`config.mk`:
```
export PLATFORM = sky130hd
export DESIGN_NAME = ym2413_reg_write
export DESIGN_NICKNAME = d
export VERILOG_FILES = /design/src/rtl/ym2413_reg_pkg.sv /design/src/rtl/ym2413_busy_timer.sv /design/src/rtl/ym2413_reg_write.sv
export SDC_FILE = /design/constraint.sdc
export NUM_CORES = 1
export LEC_CHECK = 0
export ABC_AREA = 1
export BUFFER_PORTS_ARGS = -buffer_cell sky130_fd_sc_hd__buf_2
export CAP_MARGIN = 10
export CORE_MARGIN = 8
export CORE_UTILIZATION = 43
export CTS_CLUSTER_SIZE = 24
export DETAILED_ROUTE_END_ITERATION = 8
export PLACE_DENSITY = 0.82
export SLEW_MARGIN = 20
export SYNTH_ARGS = -nofsm -noshare
export SYNTH_HDL_FRONTEND = slang
export SYNTH_SLANG_ARGS = --single-unit
```
`constraint.sdc`:
```
create_clock -name clk -period 1.84 [get_ports clk]
set_clock_uncertainty 0.1 [all_clocks]
set_input_delay 0 -clock clk [delete_from_list [all_inputs] [get_ports clk]]
set_output_delay 0 -clock clk [all_outputs]
set_load 0.1 [all_outputs]
```
`src/rtl/ym2413_reg_pkg.sv`:
```
// Shared constants and types for the YM2413/VRC7 host register writer.
package ym2413_reg_pkg;
  localparam logic [7:0] ADR_UT_BASE  = 8'h00;
  localparam logic [7:0] ADR_RHY      = 8'h0E;
  localparam logic [7:0] ADR_FNUM_LO  = 8'h10;
  localparam logic [7:0] ADR_CTRL     = 8'h20;
  localparam logic [7:0] ADR_INST_VOL = 8'h30;

  localparam int NUM_CH        = 9;
  localparam int NUM_UT        = 8;
  localparam int DEF_ADDR_WAIT = 12;
  localparam int DEF_DATA_WAIT = 84;
  localparam int WAIT_W        = 7;

  typedef logic [3:0] ch_idx_t;

  // True when adr selects channel ch inside the 16-entry bank starting at base.
  function automatic logic ch_hit(input logic [7:0] adr, input logic [7:0] base, input ch_idx_t ch);
    return (adr[7:4] == base[7:4]) && (adr[3:0] == ch);
  endfunction
endpackage

```
`src/rtl/ym2413_busy_timer.sv`:
```
// Write-wait down-counter: loads on strobe, counts to zero and holds, busy while non-zero.
module ym2413_busy_timer
  import ym2413_reg_pkg::*;
#(
  parameter int W = WAIT_W
) (
  input  logic         clk,
  input  logic         rst,
  input  logic         load,
  input  logic [W-1:0] load_val,
  output logic         busy
);
  logic [W-1:0] count_reg;

  always_ff @(posedge clk) begin
    if (rst) begin
      count_reg <= '0;
    end else if (load) begin
      count_reg <= load_val;
    end else if (count_reg != '0) begin
      count_reg <= count_reg - 1'b1;
    end
  end

  assign busy = (count_reg != '0);
endmodule

```
`src/rtl/ym2413_reg_write.sv`:
```
// YM2413/VRC7 host register writer: address/data port decode, flat register set, busy and key-on events.
// Optional macro YM2413_WR_BUSY_DROP_EN: writes arriving while busy are discarded.
module ym2413_reg_write
  import ym2413_reg_pkg::*;
#(
  parameter int ADDR_WAIT = DEF_ADDR_WAIT,
  parameter int DATA_WAIT = DEF_DATA_WAIT
) (
  input  logic       clk,
  input  logic       rst,
  input  logic       cpu_we,
  input  logic       cpu_a0,
  input  logic [7:0] cpu_d,
  output logic       busy,
  output logic [8:0] key_evt,
  output logic       r_ut_op0_am, r_ut_op0_vib, r_ut_op0_egtyp, r_ut_op0_ksr,
  output logic [3:0] r_ut_op0_mult,
  output logic [1:0] r_ut_op0_ksl,
  output logic [5:0] r_ut_op0_tl,
  output logic       r_ut_op0_wf,
  output logic [2:0] r_ut_op0_fb,
  output logic [3:0] r_ut_op0_ar, r_ut_op0_dr, r_ut_op0_sl, r_ut_op0_rr,
  output logic       r_ut_op1_am, r_ut_op1_vib, r_ut_op1_egtyp, r_ut_op1_ksr,
  output logic [3:0] r_ut_op1_mult,
  output logic [1:0] r_ut_op1_ksl,
  output logic       r_ut_op1_wf,
  output logic [3:0] r_ut_op1_ar, r_ut_op1_dr, r_ut_op1_sl, r_ut_op1_rr,
  output logic [8:0] r_ch0_fnum, r_ch1_fnum, r_ch2_fnum, r_ch3_fnum, r_ch4_fnum,
  output logic [8:0] r_ch5_fnum, r_ch6_fnum, r_ch7_fnum, r_ch8_fnum,
  output logic [2:0] r_ch0_block, r_ch1_block, r_ch2_block, r_ch3_block, r_ch4_block,
  output logic [2:0] r_ch5_block, r_ch6_block, r_ch7_block, r_ch8_block,
  output logic       r_ch0_sust_on, r_ch1_sust_on, r_ch2_sust_on, r_ch3_sust_on, r_ch4_sust_on,
  output logic       r_ch5_sust_on, r_ch6_sust_on, r_ch7_sust_on, r_ch8_sust_on,
  output logic       r_ch0_key_on, r_ch1_key_on, r_ch2_key_on, r_ch3_key_on, r_ch4_key_on,
  output logic       r_ch5_key_on, r_ch6_key_on, r_ch7_key_on, r_ch8_key_on,
  output logic [3:0] r_ch0_inst_nr, r_ch1_inst_nr, r_ch2_inst_nr, r_ch3_inst_nr, r_ch4_inst_nr,
  output logic [3:0] r_ch5_inst_nr, r_ch6_inst_nr, r_ch7_inst_nr, r_ch8_inst_nr,
  output logic [3:0] r_ch0_vol, r_ch1_vol, r_ch2_vol, r_ch3_vol, r_ch4_vol,
  output logic [3:0] r_ch5_vol, r_ch6_vol, r_ch7_vol, r_ch8_vol,
  output logic       r_ch_rhy_en, r_ch_rhy_bd_on, r_ch_rhy_sd_on,
  output logic       r_ch_rhy_tom_on, r_ch_rhy_cym_on, r_ch_rhy_hh_on
);
  logic              we_d_reg;
  logic [7:0]        addr_lat_reg;
  logic [7:0]        ut_reg [NUM_UT];
  logic [5:0]        rhy_reg;
  logic [8:0]        fnum_reg  [NUM_CH];
  logic [2:0]        block_reg [NUM_CH];
  logic [3:0]        inst_reg  [NUM_CH];
  logic [3:0]        vol_reg   [NUM_CH];
  logic [NUM_CH-1:0] sust_reg, key_reg, key_evt_reg;

  logic              wr, accept, addr_wr, data_wr;
  logic [NUM_CH-1:0] lo_hit, ctrl_hit, iv_hit;
  logic [NUM_UT-1:0] ut_hit;
  logic [WAIT_W-1:0] load_val;

  assign wr = cpu_we & ~we_d_reg;
`ifdef YM2413_WR_BUSY_DROP_EN
  // Real silicon loses writes that arrive during the wait window.
  assign accept = wr & ~busy;
`else
  assign accept = wr;
`endif
  assign addr_wr  = accept & ~cpu_a0;
  assign data_wr  = accept & cpu_a0;
  assign load_val = cpu_a0 ? WAIT_W'(DATA_WAIT) : WAIT_W'(ADDR_WAIT);

  ym2413_busy_timer #(.W(WAIT_W)) u_busy_timer (
    .clk      (clk),
    .rst      (rst),
    .load     (accept),
    .load_val (load_val),
    .busy     (busy)
  );

  genvar gi;
  generate
    for (gi = 0; gi < NUM_CH; gi++) begin : g_ch_dec
      assign lo_hit[gi]   = data_wr && ch_hit(addr_lat_reg, ADR_FNUM_LO, ch_idx_t'(gi));
      assign ctrl_hit[gi] = data_wr && ch_hit(addr_lat_reg, ADR_CTRL, ch_idx_t'(gi));
      assign iv_hit[gi]   = data_wr && ch_hit(addr_lat_reg, ADR_INST_VOL, ch_idx_t'(gi));
    end
    for (gi = 0; gi < NUM_UT; gi++) begin : g_ut_dec
      assign ut_hit[gi] = data_wr && (addr_lat_reg == (ADR_UT_BASE + 8'(gi)));
    end
  endgenerate

  always_ff @(posedge clk) begin
    if (rst) begin
      we_d_reg     <= 1'b0;
      addr_lat_reg <= '0;
      rhy_reg      <= '0;
      sust_reg     <= '0;
      key_reg      <= '0;
      key_evt_reg  <= '0;
      for (int i = 0; i < NUM_UT; i++) ut_reg[i] <= '0;
      for (int i = 0; i < NUM_CH; i++) begin
        fnum_reg[i]  <= '0;
        block_reg[i] <= '0;
        inst_reg[i]  <= '0;
        vol_reg[i]   <= '0;
      end
    end else begin
      we_d_reg <= cpu_we;
      if (addr_wr) addr_lat_reg <= cpu_d;
      if (data_wr && (addr_lat_reg == ADR_RHY)) rhy_reg <= cpu_d[5:0];
      for (int i = 0; i < NUM_UT; i++) begin
        if (ut_hit[i]) ut_reg[i] <= cpu_d;
      end
      for (int i = 0; i < NUM_CH; i++) begin
        // Only a rising key_on produces an event; the pulse lasts one cycle.
        key_evt_reg[i] <= ctrl_hit[i] & cpu_d[4] & ~key_reg[i];
        if (lo_hit[i]) fnum_reg[i][7:0] <= cpu_d;
        if (ctrl_hit[i]) begin
          sust_reg[i]     <= cpu_d[5];
          key_reg[i]      <= cpu_d[4];
          block_reg[i]    <= cpu_d[3:1];
          fnum_reg[i][8]  <= cpu_d[0];
        end
        if (iv_hit[i]) begin
          inst_reg[i] <= cpu_d[7:4];
          vol_reg[i]  <= cpu_d[3:0];
        end
      end
    end
  end

  assign key_evt = key_evt_reg;

  assign r_ut_op0_am = ut_reg[0][7], r_ut_op0_vib = ut_reg[0][6], r_ut_op0_egtyp = ut_reg[0][5],
         r_ut_op0_ksr = ut_reg[0][4], r_ut_op0_mult = ut_reg[0][3:0];
  assign r_ut_op1_am = ut_reg[1][7], r_ut_op1_vib = ut_reg[1][6], r_ut_op1_egtyp = ut_reg[1][5],
         r_ut_op1_ksr = ut_reg[1][4], r_ut_op1_mult = ut_reg[1][3:0];
  assign r_ut_op0_ksl = ut_reg[2][7:6], r_ut_op0_tl = ut_reg[2][5:0];
  assign r_ut_op1_ksl = ut_reg[3][7:6], r_ut_op1_wf = ut_reg[3][4],
         r_ut_op0_wf = ut_reg[3][3], r_ut_op0_fb = ut_reg[3][2:0];
  assign r_ut_op0_ar = ut_reg[4][7:4], r_ut_op0_dr = ut_reg[4][3:0];
  assign r_ut_op1_ar = ut_reg[5][7:4], r_ut_op1_dr = ut_reg[5][3:0];
  assign r_ut_op0_sl = ut_reg[6][7:4], r_ut_op0_rr = ut_reg[6][3:0];
  assign r_ut_op1_sl = ut_reg[7][7:4], r_ut_op1_rr = ut_reg[7][3:0];

  assign r_ch_rhy_en = rhy_reg[5], r_ch_rhy_bd_on = rhy_reg[4], r_ch_rhy_sd_on = rhy_reg[3],
         r_ch_rhy_tom_on = rhy_reg[2], r_ch_rhy_cym_on = rhy_reg[1], r_ch_rhy_hh_on = rhy_reg[0];

  assign r_ch0_fnum = fnum_reg[0], r_ch0_block = block_reg[0], r_ch0_sust_on = sust_reg[0],
         r_ch0_key_on = key_reg[0], r_ch0_inst_nr = inst_reg[0], r_ch0_vol = vol_reg[0];
  assign r_ch1_fnum = fnum_reg[1], r_ch1_block = block_reg[1], r_ch1_sust_on = sust_reg[1],
         r_ch1_key_on = key_reg[1], r_ch1_inst_nr = inst_reg[1], r_ch1_vol = vol_reg[1];
  assign r_ch2_fnum = fnum_reg[2], r_ch2_block = block_reg[2], r_ch2_sust_on = sust_reg[2],
         r_ch2_key_on = key_reg[2], r_ch2_inst_nr = inst_reg[2], r_ch2_vol = vol_reg[2];
  assign r_ch3_fnum = fnum_reg[3], r_ch3_block = block_reg[3], r_ch3_sust_on = sust_reg[3],
         r_ch3_key_on = key_reg[3], r_ch3_inst_nr = inst_reg[3], r_ch3_vol = vol_reg[3];
  assign r_ch4_fnum = fnum_reg[4], r_ch4_block = block_reg[4], r_ch4_sust_on = sust_reg[4],
         r_ch4_key_on = key_reg[4], r_ch4_inst_nr = inst_reg[4], r_ch4_vol = vol_reg[4];
  assign r_ch5_fnum = fnum_reg[5], r_ch5_block = block_reg[5], r_ch5_sust_on = sust_reg[5],
         r_ch5_key_on = key_reg[5], r_ch5_inst_nr = inst_reg[5], r_ch5_vol = vol_reg[5];
  assign r_ch6_fnum = fnum_reg[6], r_ch6_block = block_reg[6], r_ch6_sust_on = sust_reg[6],
         r_ch6_key_on = key_reg[6], r_ch6_inst_nr = inst_reg[6], r_ch6_vol = vol_reg[6];
  assign r_ch7_fnum = fnum_reg[7], r_ch7_block = block_reg[7], r_ch7_sust_on = sust_reg[7],
         r_ch7_key_on = key_reg[7], r_ch7_inst_nr = inst_reg[7], r_ch7_vol = vol_reg[7];
  assign r_ch8_fnum = fnum_reg[8], r_ch8_block = block_reg[8], r_ch8_sust_on = sust_reg[8],
         r_ch8_key_on = key_reg[8], r_ch8_inst_nr = inst_reg[8], r_ch8_vol = vol_reg[8];
endmodule
```
==> summary.txt <==
Final layout
  – Fill count: 1600
  – Final core utilization: 0.637
  – Reg area: 8300 um2
  – Layout cell share with drive strength beyond 1: 0.489
  – Layout area overhead: 46.4%
  – Largest register FFs: slightly above 80
  – Antenna diodes: 0
  – Multi-input gate area: a little over 2000 um2
  – Final instance area: around 15000 um2
  – Nets: 1165

Worst setup path
  – Crit-path max FO: 9
  – Largest stage delay on the critical path: ~400 ps
  – R2R setup slack: -270 ps
  – Top cell by count, worst path: nor2_4
  – CP startpoint kind: register
  – Reg2reg path depth: 12
  – Worst r2r src: addr_lat_reg[1]$_SDFFE_PP0P_
  – Critical R2R Capture: fnum_reg[2][7]$_DFFE_PP_
  – Worst EP arrival: 2300 ps
  – Slowest CP cell: dfxtp_4
  – CP Capture Type: register
  – CP Class: register to register
  – Crit-path cells: nor2_4 -> buf_4 -> nand2_2 -> nor2_2 -> nand3_2 -> nand2_1 -> nor2_4 -> nand3_4 -> nor2_8 -> buf_12 -> nor2_4 -> buf_12
  – Required @ worst endpoint: 2030 ps

Clock tree
  – Clk Latency, worst-skew pair: 540 ps
  – Register clock-pin slew on the reported worst setup and hold paths: roughly 60 ps
  – TritonCTS clock tree: yes
  – H-tree depth: 1
  – Clock Sinks: around 300
  – Root buffer cell: clkbuf_16
  – Num CTS Buffers: 28
  – Clk buf depth: 3

Place
  – Dpl cell area: 12800 um2
  – Post-DP HPWL: between 20000 and 25000 um
  – Pre-CTS setup slack: -661 ps
  – IO buf count: 288
  – GPL Wtd Cong: 0.917

STA
  – Max Slew Vio Count: 0
  – Slew headroom: 0.559
  – RSZ-0062 raised after global routing: true
  – Fin crit period: 2110 ps
  – Setup ws final: -270 ps
  – TNS Setup: -44290 ps
  – Top achievable clock speed: 474 MHz
  – Slew @ Worst Pin: 660 ps
  – Period Utilization, post-route: 1.15
  – Hold Fails Final Rpt: 0
  – # setup viols final: 349

Routing
  – Vias: 7955
  – ANT nets after route: 0
  – Initial DRC count: 1028
  – Vias per inst: ~5.3
  – WL final: 34600 um
  – Drt first pass iters: 5
  – Post-DR wirelength/cell: 23.2 um
  – # DRC: 0

Logic synthesis
  – Yosys synthesis warning count: 0
  – Syn_nets: 710
  – Syn Inst Count: 696
  – #FFs+latches synth: 292
  – EDFF count, synth: approximately 240
  – Primary FF master, synth: edfxtp_1
  – Yosys cell types: 32
  – Synthesized area: between 10000 and 15000 um2
  – Sequential-to-total area share from yosys stat: 0.815
  – Post-synth ARST share: 0
  – Synth Area per Inst: between 10 and 15 um2

GRT
  – First-pass GRT wire length: between 40000 and 50000 um
  – Vias in the first global route: around 7700
  – Congestion Overflow GR: 0
  – Largest net degree at the start of global routing: 43
  – Initial antenna violation count: 0
  – Total GRT Usage: 0.214

Power
  – Overall Power: 16200 uW
  – Clk pwr share: 0.354
  – Worst IR drop on VDD: 0.602 mV
  – Internal: between 10000 and 15000 uW
  – Power share of the combinational group: 0.180
  – P per Cell Area: 1090 nW/um2
  – Sw frac: 0.308
  – Net Sw Power: between 4000 and 5000 uW
  – Leak: 0.00644 uW
  – Reg power frac: 0.466

Die
  – Num ports: 289
  – Site Rows: 56
  – Die Wd: 170 um
  – Die ar.: 28800 um2
  – Starting Density: 0.435
  – Die Ht: 170 um
  – Core ar.: about 23000 um2

Hold path
  – Worst Hold Depth: 4
  – Hold Path Origin: cpu_d[0]
  – Hold Crit Class: input port to register
  – WHS Endpoint: addr_lat_reg[0]$_SDFFE_PP0P_

Run status
  – Violated checks: setup timing
  – Status: finished with violations

Flow run
  – Max-capacitance violation count: 0
## final cells by class
class | instances | share of cell area
Multi-Input combinational cell | 336 | 0.139
Inverter | 59 | 0.0153
Clock inverter | 8 | 0.00311
Timing Repair Buffer | 434 | 0.198
Sequential cell | 292 | 0.558
Tap cell | 319 | 0.0269
Clock buffer | 44 | 0.0596
## metrics by stage
stage                     instances  hold WS, ps
after CTS                      1474          237
final                          1492          253
after global routing           1492          249
after global placement         1383          158
after detailed placement       1383          167
after floorplan                 696         6.97
## worst max-delay path by stage
| stage | startpoint | end | slack, ps | cells after the start |
|---|---|---|---|---|
| CTS | we_d_reg$_SDFF_PP0_ | fnum_reg[6][1]$_DFFE_PP_ | -140 | 12 |
| global route | addr_lat_reg[0]$_SDFFE_PP0P_ | inst_reg[0][16]$_DFFE_PP_ | -310 | 11 |
| global placement | we_d_reg$_SDFF_PP0_ | vol_reg[0][12]$_DFFE_PP_ | -640 | 8 |
| detailed placement | addr_lat_reg[2]$_SDFFE_PP0P_ | vol_reg[0][19]$_DFFE_PP_ | -660 | 8 |
| floorplan | we_d_reg$_SDFF_PP0_ | ut_reg[1][16]$_DFFE_PP_ | -80 | 6 |
| finish | addr_lat_reg[1]$_SDFFE_PP0P_ | fnum_reg[2][7]$_DFFE_PP_ | -270 | 12 |
## synthesized netlist by cell type, types with 2 or more instances
master	number	area, um2
nor2_4	3	33.8
inv_1	50	188
a21oi_1	45	225
buf_4	2	15.0
nor3_1	9	45.0
buf_2	3	15.0
o21ai_1	4	20.0
nand2_1	90	338
nand3_1	24	120
nor3_2	2	20.0
edfxtp_1	243	7300
nand3b_1	2	15.0
inv_2	3	11.3
clkinv_1	6	22.5
dfxtp_1	49	981
o21ai_0	37	185
a31oi_1	2	12.5
nor2_2	18	113
nor2_1	74	278
nand4_1	4	25.0
o211ai_1	2	15.0
nand3_2	3	30.0
ha_1	2	25.0
clkbuf_1	11	41.3
## kinds of logic after synthesis
kind of cell / synth area share
AND/OR/NAND/NOR: 0.106
AO/OA/AOI/OAI: 0.0466
adder cells (fa/ha/maj): 0.00246
buffers and inverters: 0.0299
flip-flops: 0.815
## power groups by stage
stage / registers [uW] / logic [uW] / clock network (uW)
after floorplan: 9290 / 497 / 0
after global placement: 7660 / 2690 / 0
after detailed placement: 7660 / 2710 / 0
after CTS: 7530 / 2800 / 5750
after global routing: 7560 / 3010 / 6060
final: 7540 / 2920 / 5730
## layer usage
metal  vias up  part of all wire  track usage
met3       124              0.11       0.0523
met5         -                 0            0
li1       3384                 -            -
met1      3888              0.35        0.253
met2       559              0.50        0.379
met4         0             0.040       0.0693
## timing repair
action	4_1_cts	5_1_grt
setup buffers	23	15
endpoints found under the setup margin	267	422
hold buffers	12	0
gates resized for setup	85	62
pin swaps	26	32
hold endpoints to repair	100	0
gates cloned	4	6
## worst max-delay path: cells and delay by family (launching register included)
| family | cells | cell delay, ps |
|---|---|---|
| buffers and inverters | 3 | 470 |
| DFF | 1 | 390 |
| and+or+nand+nor | 9 | 890 |
## layout by cell type, fill, tap and decap left out, types with 33 or more instances in the layout
master and count:
buf_2 287, edfxtp_1 243, buf_4 93, nand2_1 71, nor2_1 65, inv_1 41, dfxtp_1 41, a21oi_1 35
clkbuf_16 33
Note: power is estimated with default switching activity, not from simulation.
